==> src/rtl/mult_hilo_unit.sv <==
// mult_hilo_unit: radix-2 shift-add multiplier with MIPS HI/LO registers; optional signed mode via MULT_SIGNED_EN
module mult_hilo_unit #(
    parameter int WIDTH = 32,
    parameter int CNT_W = 6
) (
    input  logic             clk,
    input  logic             rst_n,
    input  logic             start,
    input  logic             read_req,
    input  logic             hilo_sel,
`ifdef MULT_SIGNED_EN
    input  logic             is_signed,
`endif
    input  logic [WIDTH-1:0] op_a,
    input  logic [WIDTH-1:0] op_b,
    output logic [WIDTH-1:0] hilo_out,
    output logic [WIDTH-1:0] hi,
    output logic [WIDTH-1:0] lo,
    output logic             busy,
    output logic             done,
    output logic             stall
);
    typedef enum logic [1:0] {S_IDLE, S_BUSY, S_DONE} state_t;
    state_t                 r_state, w_next;
    logic [WIDTH-1:0]       r_a, r_b, r_hi, r_lo, w_a_in, w_b_in;
    logic [2*WIDTH-1:0]     r_acc, w_acc_nx, w_result;
    logic [CNT_W-1:0]       r_cnt;
    logic [WIDTH:0]         w_sum;
    logic                   w_accept, w_last;
`ifdef MULT_SIGNED_EN
    logic                   r_neg, w_neg_in;
    assign w_a_in   = (is_signed & op_a[WIDTH-1]) ? -op_a : op_a;
    assign w_b_in   = (is_signed & op_b[WIDTH-1]) ? -op_b : op_b;
    assign w_neg_in = is_signed & (op_a[WIDTH-1] ^ op_b[WIDTH-1]);
    assign w_result = r_neg ? -w_acc_nx : w_acc_nx;
`else
    assign w_a_in   = op_a;
    assign w_b_in   = op_b;
    assign w_result = w_acc_nx;
`endif
    assign w_accept = start & (r_state != S_BUSY);
    assign w_last   = r_cnt == CNT_W'(WIDTH - 1);
    assign w_sum    = {1'b0, r_acc[2*WIDTH-1:WIDTH]} + (r_b[0] ? {1'b0, r_a} : '0);
    assign w_acc_nx = {w_sum, r_acc[WIDTH-1:1]};
    assign busy     = r_state == S_BUSY;
    assign done     = r_state == S_DONE;
    assign stall    = busy & (read_req | start);
    assign hi       = r_hi;
    assign lo       = r_lo;
    assign hilo_out = hilo_sel ? r_lo : r_hi;

    // state register
    always_ff @(posedge clk or negedge rst_n) begin
        if (!rst_n) r_state <= S_IDLE;
        else        r_state <= w_next;
    end

    // next state: start is honoured from IDLE and DONE, never from BUSY
    always_comb begin
        w_next = r_state;
        unique case (r_state)
            S_IDLE:  w_next = start ? S_BUSY : S_IDLE;
            S_BUSY:  w_next = w_last ? S_DONE : S_BUSY;
            S_DONE:  w_next = start ? S_BUSY : S_IDLE;
            default: w_next = S_IDLE;
        endcase
    end

    // operand latch and one shift-add iteration per busy cycle
    always_ff @(posedge clk or negedge rst_n) begin
        if (!rst_n) begin
            r_a   <= '0;
            r_b   <= '0;
            r_acc <= '0;
            r_cnt <= '0;
`ifdef MULT_SIGNED_EN
            r_neg <= 1'b0;
`endif
        end else if (w_accept) begin
            r_a   <= w_a_in;
            r_b   <= w_b_in;
            r_acc <= '0;
            r_cnt <= '0;
`ifdef MULT_SIGNED_EN
            r_neg <= w_neg_in;
`endif
        end else if (busy) begin
            r_acc <= w_acc_nx;
            r_b   <= r_b >> 1;
            r_cnt <= r_cnt + CNT_W'(1);
        end
    end

    // HI/LO change only on the final iteration so readers never see partial products
    always_ff @(posedge clk or negedge rst_n) begin
        if (!rst_n) begin
            r_hi <= '0;
            r_lo <= '0;
        end else if (busy && w_last) begin
            {r_hi, r_lo} <= w_result;
        end
    end
endmodule
==> config.mk <==
export PLATFORM = sky130hd
export DESIGN_NAME = mult_hilo_unit
export DESIGN_NICKNAME = d
export VERILOG_FILES = /design/src/rtl/mult_hilo_unit.sv
export SDC_FILE = /design/constraint.sdc
export NUM_CORES = 1
export LEC_CHECK = 0
export CORE_ASPECT_RATIO = 0.7
export CORE_MARGIN = 2
export CORE_UTILIZATION = 49
export DETAILED_ROUTE_END_ITERATION = 10
export GPL_ROUTABILITY_DRIVEN = 0
export PLACE_DENSITY = 0.77
export SLEW_MARGIN = 10
export SYNTH_ARGS = -nofsm -noshare
export SYNTH_HDL_FRONTEND = slang
export SYNTH_SLANG_ARGS = --single-unit
==> constraint.sdc <==
create_clock -name clk -period 2.7 [get_ports clk]
set_clock_uncertainty 0.15 [all_clocks]
set_input_delay 0.54 -clock clk [delete_from_list [all_inputs] [get_ports clk]]
set_output_delay 0.54 -clock clk [all_outputs]
set_load 0.02 [all_outputs]
==> Flow_metrics.wiki, run 1 <==
{| class="wikitable"
! Metric !! Value
|-
| Outcome || complete, but fails checks
|-
| Violated checks || negative setup slack
|-
| H-tree depth reported by CTS || 4
|-
| Crit Path Class || flip-flop to flip-flop
|-
| Total power consumption of the routed design || 14.3 mW
|-
| Number of failing hold endpoints at the final stage || 0
|-
| Aggregate global-route resource usage || 0.269
|-
| Post-synthesis cell type count || 55
|-
| Worst hold start || r_b[18]
|-
| Peak supply drop || 0.546 mV
|-
| EDFF count, synth || 0
|-
| Period minus WS final || 3.03 ns
|-
| Starting density of the core || 0.498
|-
| Kind of end point of the critical path || flip-flop
|-
| Total via count after detailed routing || 9,362
|-
| Number of max-slew violations in the final report || 0
|-
| Die area || 22,200 um^2
|-
| Cell count after synthesis || 1,095
|-
| Average routed wire per standard cell || 19.6 um
|-
| PwrDens || 981 nW/um^2
|-
| # Max-Cap Violations || 0
|-
| Die X-Extent || 177 um
|-
| Ratio of final minimum period to clock period || 1.12
|-
| Clock latency on the worst-skew pair || 0.45 ns
|-
| Count of routing violations after the opening detailed-route iteration || 1,159
|-
| Finished Core Util || 0.704
|-
| Final net count || 1,446
|-
| Average cell area after synthesis || 9.38 um^2
|-
| Diode insertion count for antenna repair || 0
|-
| GRT Residual Overflow || 0
|-
| Highest attainable clock frequency || 330 MHz
|-
| Syn nets || 1,198
|-
| Smallest setup slack after layout || -0.335 ns
|-
| Total wirelength of the detailed-routed design || 32,000 um
|-
| Required time of the worst setup path || 2.87 ns
|-
| Max-slew headroom || 0.462
|-
| RSZ-0062 raised after global routing || yes
|-
| Startpoint types || flip-flop
|-
| Post-detailed-placement half-perimeter wirelength || 20,200 um
|-
| Worst Hold Depth || 2
|-
| Synthesis warning total || 0
|-
| Length in cells of the worst reg-to-reg path || 11
|-
| Post-synth top flop || dfrtp_1
|-
| IO Count || 168
|-
| Cell type with the largest total area after synthesis || dfrtp_1
|-
| Sequential share of the synthesized area || 0.485
|-
| Ratio of cells with drive above 1 in the final layout || 0.257
|-
| Worst hold path class || flip-flop to flip-flop
|-
| Wire length of the first global-routing pass || 46,900 um
|-
| Number of placement rows || 44
|-
| Router iterations before antenna repair || 6
|-
| Post-detailed-route via-to-cell ratio || 5.74
|-
| Top cells by area in the synthesized netlist || dfrtp_1 (48%), nand2_1 (11%), mux2_2 (7.0%)
|-
| Number of port buffers || 167
|-
| Measured slew at the worst slew-check pin || 0.806 ns
|-
| Antenna violations before repair || 1
|-
| Synthesized cell area || 10,300 um^2
|-
| Min-Delay Endpoint || r_b[17]
|-
| Final setup violation count || 35
|-
| Top fanout value on the critical path || 4
|-
| Maximum clock path buffer count || 2
|-
| Destination of the worst register-to-register timing path || r_acc[59]
|-
| Maximum number of pins on one net before global-route repair || 102
|-
| Worst EP arrival || 3.21 ns
|-
| TritonCTS clock tree || yes
|-
| Worst reg2reg setup slack || -0.33 ns
|-
| Layout Cell Area excl Fill || 14,500 um^2
|-
| Number of buffers added by the clock tree synthesis step || 17
|-
| Yosys reg bits || 199
|-
| Core area || 20,600 um^2
|-
| Detail Route Antenna Nets || 0
|-
| Top cell type's share of synthesized area || 0.485
|-
| Share of synthesized flip-flops with an asynchronous set or reset || 1.00
|-
| Die height || 125 um
|-
| Clock-pin transition on the worst setup and hold timing paths || 0.08 ns
|-
| CTS root buffer || clkbuf_16
|-
| Clock net sink count || 199
|-
| Worst R2R Start || r_b[0]
|-
| Dpl cell area || 13,000 um^2
|-
| Static leakage power || 6.43 nW
|-
| Vias in the first global route || 8,701
|-
| Relative area change from synthesis to final layout || 41.4%
|-
| Total DRC errors in the routed layout || 0
|}
[per-layer routing]
metal / routed length [um] / global-route usage / up-vias
met5: 0 / 0 / -
met4: 978 / 0.0603 / 0
met3: 2680 / 0.0605 / 93
met2: 13900 / 0.386 / 459
met1: 14400 / 0.414 / 4540
li1: - / - / 4270
[layout by cell type (no fill, tap or decap), drive strengths merged, types with 3 or more instances in the layout]
| cell | instances |
|---|---|
| a21o | 8 |
| a31oi | 7 |
| xnor2 | 12 |
| nand4 | 12 |
| nor2 | 22 |
| xor2 | 13 |
| buf | 125 |
| inv | 15 |
| o31ai | 4 |
| clkbuf | 19 |
| a211o | 3 |
| mux2i | 33 |
| nand2 | 289 |
| clkdlybuf4s50 | 132 |
| o21ai | 135 |
| a21oi | 50 |
| mux2 | 65 |
| o21bai | 4 |
| a2111oi | 3 |
| ha | 33 |
| dlygate4sd2 | 32 |
| clkinv | 8 |
| and3 | 7 |
| dfrtp | 199 |
| or3 | 5 |
| nor3 | 12 |
| nand3 | 31 |
| nor2b | 4 |
| o21a | 8 |
| o211ai | 4 |
| a211oi | 4 |
| and2 | 36 |
[per-stage QoR]
stage / setup slack [ns] / std cells / TNS (ns) / hold slack, ns
floorplan: 0.00853 / 1095 / 0 / 0.0944
global placement: -0.287 / 1592 / -9.06 / 0.307
detailed placement: -0.343 / 1592 / -12.05 / 0.318
CTS: -0.189 / 1627 / -1.36 / 0.331
global route: -0.347 / 1632 / -6.13 / 0.356
finish: -0.335 / 1632 / -4.23 / 0.334
[Yosys cell counts (all sizes together) (9+ instances only)]
cell	n
a21oi	50
and2	36
buf	22
clkbuf	42
dfrtp	199
ha	33
inv	9
mux2	65
mux2i	33
nand2	289
nand3	31
nand4	12
nor2	22
nor3	12
o21ai	135
xnor2	12
xor2	13
[sequential cells by signal (all words and copies together), names as in the netlist]
signal / flops
hi: 32
r_b: 32
r_cnt: 6
r_state: 2
r_acc: 63
r_a: 32
lo: 32
[area by class of cell]
cell class | instances | area [um^2]
Clock buffer | 17 | 425
Clock inverter | 15 | 195
Fill cell | 1413 | 6120
Inverter | 9 | 36.3
Multi-Input combinational cell | 823 | 5840
Sequential cell | 199 | 4980
Tap cell | 276 | 345
Timing Repair Buffer | 293 | 2700
[how the worst max path moves through the flow]
stage,from,endpoint,slack [ns],cells past startpoint
6_report,r_b[0],r_acc[59],-0.33,11
5_1_grt,r_b[0],r_acc[59],-0.35,11
4_1_cts,r_b[0],r_acc[59],-0.19,11
3_5_place_dp,r_b[0],r_acc[49],-0.34,11
3_3_place_gp,r_b[0],r_acc[49],-0.29,11
2_1_floorplan,r_b[0],hi[29],0.009,10
[critical path, cell delays in order, from the launching register on]
cell      delay (ns)
dfrtp_2         0.45
and2_4          0.16
ha_4            0.16
fa_2            0.39
a211oi_4        0.25
o211ai_2        0.15
a311oi_2        0.24
buf_4           0.18
nor4_1          0.05
nor3_1          0.28
xor2_1          0.34
o21ai_1         0.10
[kinds of logic (layout without fill, tap and decap cells)]
kind of cell,Yosys count,after routing,share of synthesized area
compound gates,241,241,0.140
xor+xnor,25,25,0.0213
fa+ha+maj,34,34,0.0421
buf+inv,73,334,0.0284
flops,199,199,0.485
mux,98,98,0.104
simple gates,425,425,0.180
[where the power goes]
part           internal [mW]  switching [mW]
Sequential              3.71           0.633
Combinational           3.35            3.94
Clock                   1.27            1.35
[timing repair]
item / CTS / global route
gates cloned: 0 / 1
hold endpoints to repair: 40 / 0
setup endpoints to repair: 74 / 60
resized for setup: 102 / 88
pin swaps: 36 / 40
buffers inserted: 4 / 6
hold buffers: 1 / 0
(Power assumes the default switching activity.)
==> run 2, diff against run 1 <==
Settings changed: CORE_MARGIN 2 to unset, GPL_TIMING_DRIVEN set to 0, TNS_END_PERCENT set to 1.
==> Flow_metrics.wiki, run 2 (synthesis gave the netlist of run 1 again) <==
{| class="wikitable"
! Metric !! Value
|-
| Worst hold start || r_b[18]
|-
| Min-Delay Endpoint || r_b[17]
|-
| Finished Core Util || 0.663 (-0.0403)
|-
| Measured slew at the worst slew-check pin || 0.696 ns (-0.111 ns)
|-
| Post-route worst hold slack || 0.334 ns (-0.000783 ns)
|-
| DR WL met3 || 2090 um (-22%)
|-
| Peak supply drop || 0.514 mV (-5.9%)
|-
| Worst R2R Start || r_b[0]
|-
| Number of buffers added by the clock tree synthesis step || 17 (unchanged)
|-
| Register with the most flip-flops || r_acc
|-
| Max FFs per register || 63 (unchanged)
|-
| Average routed wire per standard cell || 18.2 um (-7.1%)
|-
| Startpoint types || flip-flop
|-
| Maximum number of pins on one net before global-route repair || 113 (+11%)
|-
| Ratio of final minimum period to clock period || 1.16 (+0.0377)
|-
| Core area || 20,200 um^2 (-2.3%)
|-
| Highest attainable clock frequency || 319 MHz (-3.2%)
|-
| Post-detailed-route via-to-cell ratio || 5.75 (+0.26%)
|-
| First element of the critical path || r_b[0]
|-
| Number of placement rows || 43 (-2.3%)
|-
| Number of port buffers || 165 (-1.2%)
|-
| Smallest setup slack after layout || -0.437 ns (-0.102 ns)
|-
| Clock latency on the worst-skew pair || 0.45 ns (about the same)
|-
| Worst EP arrival || 3.30 ns (+0.09 ns)
|-
| Max-slew headroom || 0.536 (+0.0738)
|-
| Clock net sink count || 199 (unchanged)
|-
| Clock-pin transition on the worst setup and hold timing paths || 0.08 ns (about the same)
|-
| Die X-Extent || 175 um (-1.1%)
|-
| Count of routing violations after the opening detailed-route iteration || 1,112 (-4.1%)
|-
| Starting density of the core || 0.509 (+0.0116)
|-
| GRT Residual Overflow || 0 (unchanged)
|-
| Final setup violation count || 48 (+37%)
|-
| Length in cells of the worst reg-to-reg path || 10 (-1)
|-
| Maximum clock path buffer count || 2 (unchanged)
|-
| Top fanout value on the critical path || 6 (+2)
|-
| Die area || 21,600 um^2 (-2.7%)
|-
| Vias in the first global route || 8,543 (-1.8%)
|-
| Violated checks || negative setup slack
|-
| Worst reg2reg setup slack || -0.44 ns (-0.10 ns)
|-
| Detail Route Antenna Nets || 0 (unchanged)
|-
| Crit Path Class || flip-flop to flip-flop
|-
| Router iterations before antenna repair || 6 (unchanged)
|-
| Static leakage power || 5.81 nW (-9.6%)
|-
| Total DRC errors in the routed layout || 0 (unchanged)
|-
| Number of failing hold endpoints at the final stage || 0 (unchanged)
|-
| Commonest cells after routing, fill and taps aside || nand2_1 (287), dfrtp_1 (198), clkdlybuf4s50_1 (162)
|-
| Worst Hold Depth || 2 (unchanged)
|-
| Post-detailed-placement half-perimeter wirelength || 20,600 um (+1.8%)
|-
| TritonCTS clock tree || yes
|-
| Antenna violations before repair || 0 (-1)
|-
| Ratio of cells with drive above 1 in the final layout || 0.152 (-0.105)
|-
| Detailed-routed wire length on met2 || 12,400 um (-11%)
|-
| RSZ-0062 raised after global routing || yes
|-
| Destination of the worst register-to-register timing path || r_acc[51]
|-
| Number of max-slew violations in the final report || 0 (unchanged)
|-
| Final net count || 1,385 (-4.2%)
|-
| Kind of end point of the critical path || flip-flop
|-
| Wire length of the first global-routing pass || 45,700 um (-2.5%)
|-
| Total via count after detailed routing || 9,001 (-3.9%)
|-
| Total wirelength of the detailed-routed design || 28,500 um (-11%)
|-
| Period minus WS final || 3.14 ns (+0.102 ns)
|-
| Aggregate global-route resource usage || 0.275 (+0.00614)
|-
| Most frequent standard cell in the layout excluding fill and tap cells || nand2_1
|-
| PwrDens || 899 nW/um^2 (-8.4%)
|-
| CTS root buffer || clkbuf_16
|-
| Diode insertion count for antenna repair || 0 (unchanged)
|-
| IO Count || 168 (unchanged)
|-
| H-tree depth reported by CTS || 4 (unchanged)
|-
| Die height || 123 um (-1.6%)
|-
| Top Metal Used || met4
|-
| Required time of the worst setup path || 2.87 ns (about the same)
|-
| Wire length on met1 || 13,600 um (-5.5%)
|-
| Outcome || complete, but fails checks
|-
| # Max-Cap Violations || 0 (unchanged)
|-
| Relative area change from synthesis to final layout || 30.3%
|-
| Worst hold path class || flip-flop to flip-flop
|}
## run 2: worst max path at each step
stage          slack (ns)  cells after the start   endpoint
2_1_floorplan      -0.009                     10     hi[29]
3_3_place_gp        -7.27                      1    r_a[19]
3_5_place_dp        -0.82                      7       busy
4_1_cts             -0.39                     10     hi[27]
5_1_grt             -0.53                     10  r_acc[51]
6_report            -0.44                     10  r_acc[51]
## run 2: power breakdown
part	switching (mW)	leakage [nW]	internal, mW
Clock	1.32	0.284	1.26
Combinational	3.17	3.08	2.08
Sequential	0.494	2.44	3.71
## run 2: routing by layer
layer,global-route usage,vias up
met4,0.0783,0
met5,0,-
li1,-,4136
met3,0.0418,63
met1,0.416,4367
met2,0.408,435
## run 2: critical path: stages (launching register included)
cell and delay (ns):
dfrtp_2 0.49, and2_4 0.18, ha_4 0.18, fa_2 0.40, a211oi_4 0.26, o211ai_2 0.20
a311oi_4 0.37, o21ai_4 0.14, a21boi_2 0.19, xor2_2 0.32, o21ai_1 0.10
## run 2: layout make-up
class	count	area, um^2
Multi-Input combinational cell	823	5410
Sequential cell	199	4980
Fill cell	1568	6790
Clock buffer	17	425
Buffer	63	312
Tap cell	270	338
Timing Repair Buffer	169	1710
Inverter	9	36.3
Clock inverter	15	169
## run 2: repair_timing
action                                 4_1_cts  5_1_grt
buffers inserted                             1        1
setup endpoints to repair                   84       79
gates cloned                                 0        0
endpoints found under the hold margin       87        0
pin swaps                                   16        7
hold buffers                                 1        0
resized for setup                           82       25
## run 2: per-stage QoR
step	power, mW	cell area (um^2)	TNS (ns)	instances	worst slack (ns)
2_1_floorplan	7.16	10300	-0.0170	1095	-0.00857
3_3_place_gp	8.42	12300	-1469.37	1530	-7.27
3_5_place_dp	8.57	12300	-28.36	1531	-0.817
4_1_cts	11.7	13300	-7.53	1564	-0.391
5_1_grt	12.7	13400	-14.89	1565	-0.527
6_report	12.0	13400	-10.28	1565	-0.437
